### src/rtl/ack_fifo_ctrl_if.sv
// User-side handshake bundle for ack_fifo_ctrl: push/pop requests, pop data and status flags.
interface ack_fifo_ctrl_if;
  logic        WE;
  logic [15:0] DATA;
  logic        RE;
  logic [15:0] Q;
  logic        DVALID;
  logic        FULL;
  logic        EMPTY;
  logic        AFULL;
  logic        OVF;
  logic        UDF;

  modport master (
    output WE, DATA, RE,
    input  Q, DVALID, FULL, EMPTY, AFULL, OVF, UDF
  );

  modport slave (
    input  WE, DATA, RE,
    output Q, DVALID, FULL, EMPTY, AFULL, OVF, UDF
  );
endinterface

### src/rtl/ack_fifo_ctrl.sv
// 64x16 FIFO controller driving an external USRAM (C write port, A read port with registered address).
// Optional macro ACK_FIFO_CTRL_LEVEL_EN adds a registered LEVEL (word count) output.
module ack_fifo_ctrl #(
  parameter int unsigned AFULL_THRESH = 56
) (
  input  logic        CLK,
  input  logic        SRST_N,
  ack_fifo_ctrl_if.slave fifo,
`ifdef ACK_FIFO_CTRL_LEVEL_EN
  output logic [6:0]  LEVEL,
`endif
  output logic [5:0]  RAM_WADDR,
  output logic [15:0] RAM_WDATA,
  output logic        RAM_WEN,
  output logic        RAM_WBLK,
  output logic [5:0]  RAM_RADDR,
  output logic        RAM_RADDR_EN,
  output logic        RAM_RBLK,
  input  logic [15:0] RAM_RDATA
);

  logic [5:0] wp, rp;
  logic [6:0] cnt, cnt_nxt;
  logic       full_q, empty_q, afull_q;
  logic       dvalid_q, ovf_q, udf_q;
  logic       wr_acc, rd_acc;

  // Acceptance uses only registered flags, so a request never sees the flag it changes.
  assign wr_acc = SRST_N & fifo.WE & ~full_q;
  assign rd_acc = SRST_N & fifo.RE & ~empty_q;

  always_comb begin
    cnt_nxt = cnt;
    case ({wr_acc, rd_acc})
      2'b10:   cnt_nxt = cnt + 7'd1;
      2'b01:   cnt_nxt = cnt - 7'd1;
      default: cnt_nxt = cnt;
    endcase
  end

  always_ff @(posedge CLK) begin
    if (!SRST_N) begin
      wp       <= '0;
      rp       <= '0;
      cnt      <= '0;
      full_q   <= 1'b0;
      empty_q  <= 1'b1;
      afull_q  <= 1'b0;
      dvalid_q <= 1'b0;
      ovf_q    <= 1'b0;
      udf_q    <= 1'b0;
    end else begin
      if (wr_acc) wp <= wp + 6'd1;
      if (rd_acc) rp <= rp + 6'd1;
      cnt      <= cnt_nxt;
      full_q   <= (cnt_nxt == 7'd64);
      empty_q  <= (cnt_nxt == 7'd0);
      afull_q  <= (cnt_nxt >= 7'(AFULL_THRESH));
      dvalid_q <= rd_acc;
      ovf_q    <= fifo.WE & full_q;
      udf_q    <= fifo.RE & empty_q;
    end
  end

  assign RAM_WADDR    = wp;
  assign RAM_WDATA    = fifo.DATA;
  assign RAM_WEN      = wr_acc;
  assign RAM_WBLK     = wr_acc;
  // Address register is enabled only on an accepted pop so Q holds the last popped word.
  assign RAM_RADDR    = rp;
  assign RAM_RADDR_EN = rd_acc;
  assign RAM_RBLK     = rd_acc;

  assign fifo.Q       = RAM_RDATA;
  assign fifo.DVALID  = dvalid_q;
  assign fifo.FULL    = full_q;
  assign fifo.EMPTY   = empty_q;
  assign fifo.AFULL   = afull_q;
  assign fifo.OVF     = ovf_q;
  assign fifo.UDF     = udf_q;

`ifdef ACK_FIFO_CTRL_LEVEL_EN
  assign LEVEL = cnt;
`endif

endmodule

### src/flat_wrapper.sv
// flat-port wrapper written by rule: the top's interface ports become plain ports
module ack_fifo_ctrl_flat 
#(
  parameter int unsigned AFULL_THRESH = 56
)
  (CLK, SRST_N, RAM_WADDR, RAM_WDATA, RAM_WEN, RAM_WBLK, RAM_RADDR, RAM_RADDR_EN, RAM_RBLK, RAM_RDATA, fifo_WE, fifo_DATA, fifo_RE, fifo_Q, fifo_DVALID, fifo_FULL, fifo_EMPTY, fifo_AFULL, fifo_OVF, fifo_UDF);
  ack_fifo_ctrl_if fifo_i ();
  input  logic CLK;
  input  logic SRST_N;
  output logic [5:0] RAM_WADDR;
  output logic [15:0] RAM_WDATA;
  output logic RAM_WEN;
  output logic RAM_WBLK;
  output logic [5:0] RAM_RADDR;
  output logic RAM_RADDR_EN;
  output logic RAM_RBLK;
  input  logic [15:0] RAM_RDATA;
  input wire logic [$bits(fifo_i.WE)-1:0] fifo_WE;
  input wire logic [$bits(fifo_i.DATA)-1:0] fifo_DATA;
  input wire logic [$bits(fifo_i.RE)-1:0] fifo_RE;
  output wire logic [$bits(fifo_i.Q)-1:0] fifo_Q;
  output wire logic [$bits(fifo_i.DVALID)-1:0] fifo_DVALID;
  output wire logic [$bits(fifo_i.FULL)-1:0] fifo_FULL;
  output wire logic [$bits(fifo_i.EMPTY)-1:0] fifo_EMPTY;
  output wire logic [$bits(fifo_i.AFULL)-1:0] fifo_AFULL;
  output wire logic [$bits(fifo_i.OVF)-1:0] fifo_OVF;
  output wire logic [$bits(fifo_i.UDF)-1:0] fifo_UDF;
  assign fifo_i.WE = fifo_WE;
  assign fifo_i.DATA = fifo_DATA;
  assign fifo_i.RE = fifo_RE;
  assign fifo_Q = fifo_i.Q;
  assign fifo_DVALID = fifo_i.DVALID;
  assign fifo_FULL = fifo_i.FULL;
  assign fifo_EMPTY = fifo_i.EMPTY;
  assign fifo_AFULL = fifo_i.AFULL;
  assign fifo_OVF = fifo_i.OVF;
  assign fifo_UDF = fifo_i.UDF;
  ack_fifo_ctrl #(.AFULL_THRESH(AFULL_THRESH)) u_core (.CLK(CLK), .SRST_N(SRST_N), .fifo(fifo_i), .RAM_WADDR(RAM_WADDR), .RAM_WDATA(RAM_WDATA), .RAM_WEN(RAM_WEN), .RAM_WBLK(RAM_WBLK), .RAM_RADDR(RAM_RADDR), .RAM_RADDR_EN(RAM_RADDR_EN), .RAM_RBLK(RAM_RBLK), .RAM_RDATA(RAM_RDATA));
endmodule
### config.mk
export PLATFORM = sky130hd
export DESIGN_NAME = ack_fifo_ctrl_flat
export DESIGN_NICKNAME = d
export VERILOG_FILES = /design/src/rtl/ack_fifo_ctrl_if.sv /design/src/rtl/ack_fifo_ctrl.sv /design/src/flat_wrapper.sv
export SDC_FILE = /design/constraint.sdc
export NUM_CORES = 1
export LEC_CHECK = 0
export BUFFER_PORTS_ARGS = -buffer_cell sky130_fd_sc_hd__buf_4
export CORE_ASPECT_RATIO = 0.5
export CORE_MARGIN = 8
export CORE_UTILIZATION = 41
export CTS_BUF_LIST = sky130_fd_sc_hd__clkbuf_4 sky130_fd_sc_hd__clkbuf_8
export DETAILED_ROUTE_END_ITERATION = 8
export GPL_ROUTABILITY_DRIVEN = 0
export PLACE_DENSITY_LB_ADDON = 0.25
export SLEW_MARGIN = 20
export SYNTH_ARGS = -nofsm -noshare
export SYNTH_HDL_FRONTEND = slang
export SYNTH_SLANG_ARGS = --single-unit
### constraint.sdc
create_clock -name CLK -period 3.4 [get_ports CLK]
set_input_delay 1.02 -clock CLK [delete_from_list [all_inputs] [get_ports CLK]]
set_output_delay 1.02 -clock CLK [all_outputs]
set_load 0.005 [all_outputs]
==> summary.md <==
| Metric | Value |
|---|---|
| Global-route wire length before repair | `4890 um` |
| Max Fclk | `338 MHz` |
| Mapped Area | `1600 um^2` |
| Fin crit share | `87.1%` |
| CTS root buffer | `clkbuf_8` |
| Core area | `3820 um^2` |
| Via-per-instance ratio | `4.89` |
| Hold Fails Final Rpt | `0` |
| Synth cell types | `45` |
| Worst Path Required | `3.57 ns` |
| Max VDD drop | `0.157 mV` |
| Row cnt | `16` |
| Mean Syn Cell Area | `8.85 um^2` |
| Clock transition at path regs | `0.09 ns` |
| P&R area growth vs syn | `3.28%` |
| DP HPWL | `2190 um` |
| Routed len/inst | `around 13 um` |
| Port Buffers | `25` |
| # diodes | `0` |
| Critical path's slowest cell | `or3_1` |
| Congestion Overflow GR | `0` |
| Initial Utilization | `roughly two fifths` |
| Max-cap violations | `0` |
| Post-synth EDFFs | `0` |
| R2R Setup Slk | `1.04 ns` |
| Vias in the first global route | `1,057` |
| Yosys reg bits | `25` |
| Clk_lat worst skew | `0.27 ns` |
| Syn Nets | `between 200 and 250` |
| Power per standard cell area | `391 nW/um^2` |
| Die height | `60.2 um` |
| Initial antenna violation count | `0` |
| Slew Limit Fails | `0` |
| Post-synth ARST share | `0%` |
| FF-to-FF path depth | `10` |
| Die width | `104 um` |
| Setup violators final | `0` |
| Main flop type after synthesis | `dfxtp_1` |
| Routed Antenna Nets | `0` |
| Drt drc | `0` |
| Worst Setup SP | `SRST_N` |
| CP Launch Type | `primary input` |
| CTS Buffer Depth | `2` |
| Die area | `6280 um^2` |
| Critical path's largest stage delay | `0.39 ns` |
| Met3 WL | `165 um` |
| Clk_skew | `~0.0033 ns` |
| Tmin final | `a little under 3 ns` |
| TritonCTS clock tree | `yes` |
| CP Capture Type | `flip-flop` |
| Met2 WL post-DR | `1300 um` |
| Most frequent cells in the layout | `buf_4, dfxtp_1, nand2_1, and2_1` |
| H-Tree Depth | `1` |
| Postcts setup bufs | `0` |
| CTS sink cnt | `25` |
| RSZ-0062 raised after global routing | `false` |
| Final worst slack | `0.437 ns` |
| Drt first pass iters | `4` |
| Status | `completed` |
| Total global-route track usage | `9.63%` |
| CP cell instances | `buf_4 > nand2_1 > nor2_2 > inv_1 > ha_1 > buf_4 > ha_1 > o211ai_1 > a21oi_1 > a2bb2oi_1 > or3_1 > a21bo_1` |
| Number of DRC markers after the initial detailed-route iteration | `44` |
| Worst R2R Start | `u_core.fifo.FULL` |
| Synth Warn # | `0` |
| Share of layout cells above drive strength 1 | `24.9%` |
| Met1 wire length | `1310 um` |
| Commonest non-fill, non-tap cell in the layout | `buf_4` |
| Critical path type | `in2reg` |
| Cts-stage hold buffer count | `0` |
| Fin Setup TNS | `0 ns` |
| Sequential area share after synthesis | `around 31%` |
| Actual slew at the worst max-slew pin | `between 0.3 and 0.4 ns` |
| Final wirelength | `between 2000 and 3000 um` |
| Post-cts repair resize count | `0` |
| # IOs | `90` |
| Reg2reg end | `u_core.fifo.EMPTY` |
| Capture point of the critical path | `u_core.fifo.EMPTY` |
| Via count | `1,130` |
| Pre-CTS WS | `~0.15 ns` |
| Max Used Layer | `met4` |
| Critical Path Fanout Max | `11` |
| Leakage power | `0.724 nW` |
| Critical path arrival | `3.13 ns` |
| Largest net degree at the start of global routing | `17` |
| Relative slew margins | `74.1%` |
| Hold Path Class | `reg2reg` |
| Num CTS Buffers | `3` |
| Gate Count Post-Synth | `about 180` |
| Nets@finish | `223` |
[layout make-up]
class                           instances  area (um^2)
Tap cell                               54         67.6
Fill cell                             385         2170
Clock buffer                            3         41.3
Inverter                                7         26.3
Timing Repair Buffer                   30          225
Multi-Input combinational cell        111          786
Clock inverter                          1         7.51
Sequential cell                        25          500
[per-stage QoR]
| step | utilization, % | instances | total power (W) | area (um^2) | hold slack (ns) |
|---|---|---|---|---|---|
| after CTS | 43.3 | 231 | 0.000658 | 1650 | 0.485 |
| after global routing | 43.3 | 231 | 0.000691 | 1650 | 0.513 |
| after detailed placement | 42.0 | 227 | 0.000477 | 1610 | 0.469 |
| after global placement | 42.0 | 227 | 0.000476 | 1610 | 0.469 |
| final | 43.3 | 231 | 0.000646 | 1650 | 0.475 |
| after floorplan | - | 181 | 0.000464 | 1600 | 0.443 |
[sequential cells by signal, indices dropped and copies added (netlist names)]
signal,cells
u_core.cnt,7
u_core.RAM_RADDR,6
u_core.RAM_WADDR,6
u_core.fifo.AFULL,1
u_core.fifo.DVALID,1
u_core.fifo.EMPTY,1
u_core.fifo.FULL,1
u_core.fifo.OVF,1
u_core.fifo.UDF,1
[cells in the mapped netlist (all sizes together) (2+ instances only)]
cell type / instances / area (um^2)
o211ai: 2 / 15.0
nand3: 5 / 35.0
or4b: 2 / 20.0
ha: 8 / 100
and2: 14 / 88.8
nor3b: 2 / 15.0
buf: 36 / 282
xnor2: 7 / 61.3
a21oi: 3 / 15.0
clkbuf: 2 / 7.51
nand2b: 4 / 27.5
dfxtp: 25 / 500
nor3: 3 / 20.0
a211oi: 3 / 27.5
nand2: 13 / 48.8
nor2b: 2 / 12.5
nor2: 9 / 36.3
and3: 5 / 31.3
inv: 7 / 26.3
nand4: 6 / 37.5
nor4: 2 / 18.8
xor2: 4 / 35.0
o21ai: 4 / 20.0
[kinds of logic (layout without fill, tap and decap cells)]
group                    after synthesis  after routing  synth area share (%)
flip-flops                            25             25                  31.3
AO/OA/AOI/OAI                         21             21                  9.77
AND/OR/NAND/NOR                       70             70                  25.8
buffers and inverters                 45             41                  19.7
adder cells (fa/ha/maj)                9              9                  7.50
XOR/XNOR                              11             11                  6.02
[critical path, delay by kind of cell]
family                     cells  cell delay [ns]
AOI/OAI and AO/OA              4             0.61
buffers and inverters          3             0.35
adders and majority gates      2             0.57
and+or+nand+nor                3             0.56
[worst min-delay path by stage]
stage	cells past startpoint	end	start	slack, ns
floorplan	1	u_core.fifo.DVALID	u_core.fifo.EMPTY	0.44
global placement	1	u_core.fifo.DVALID	u_core.fifo.EMPTY	0.47
detailed placement	1	u_core.fifo.DVALID	u_core.fifo.EMPTY	0.47
CTS	1	u_core.fifo.DVALID	u_core.fifo.EMPTY	0.48
global route	1	u_core.fifo.DVALID	u_core.fifo.EMPTY	0.51
finish	1	u_core.fifo.DVALID	u_core.fifo.EMPTY	0.48
[report_power, final]
group	internal, W	total, W	leakage, nW	switching (W)
Combinational	0.0000700	0.000144	0.499	0.0000737
Clock	0.0000830	0.000177	0.0217	0.0000941
Sequential	0.000310	0.000325	0.203	0.0000154
[routing by layer]
metal  up-vias  track usage, %
li1        577               -
met1       506            10.6
met2        19            15.3
met3        28            2.90
met4         0            8.55
met5         -               0
(Power assumes the default switching activity.)
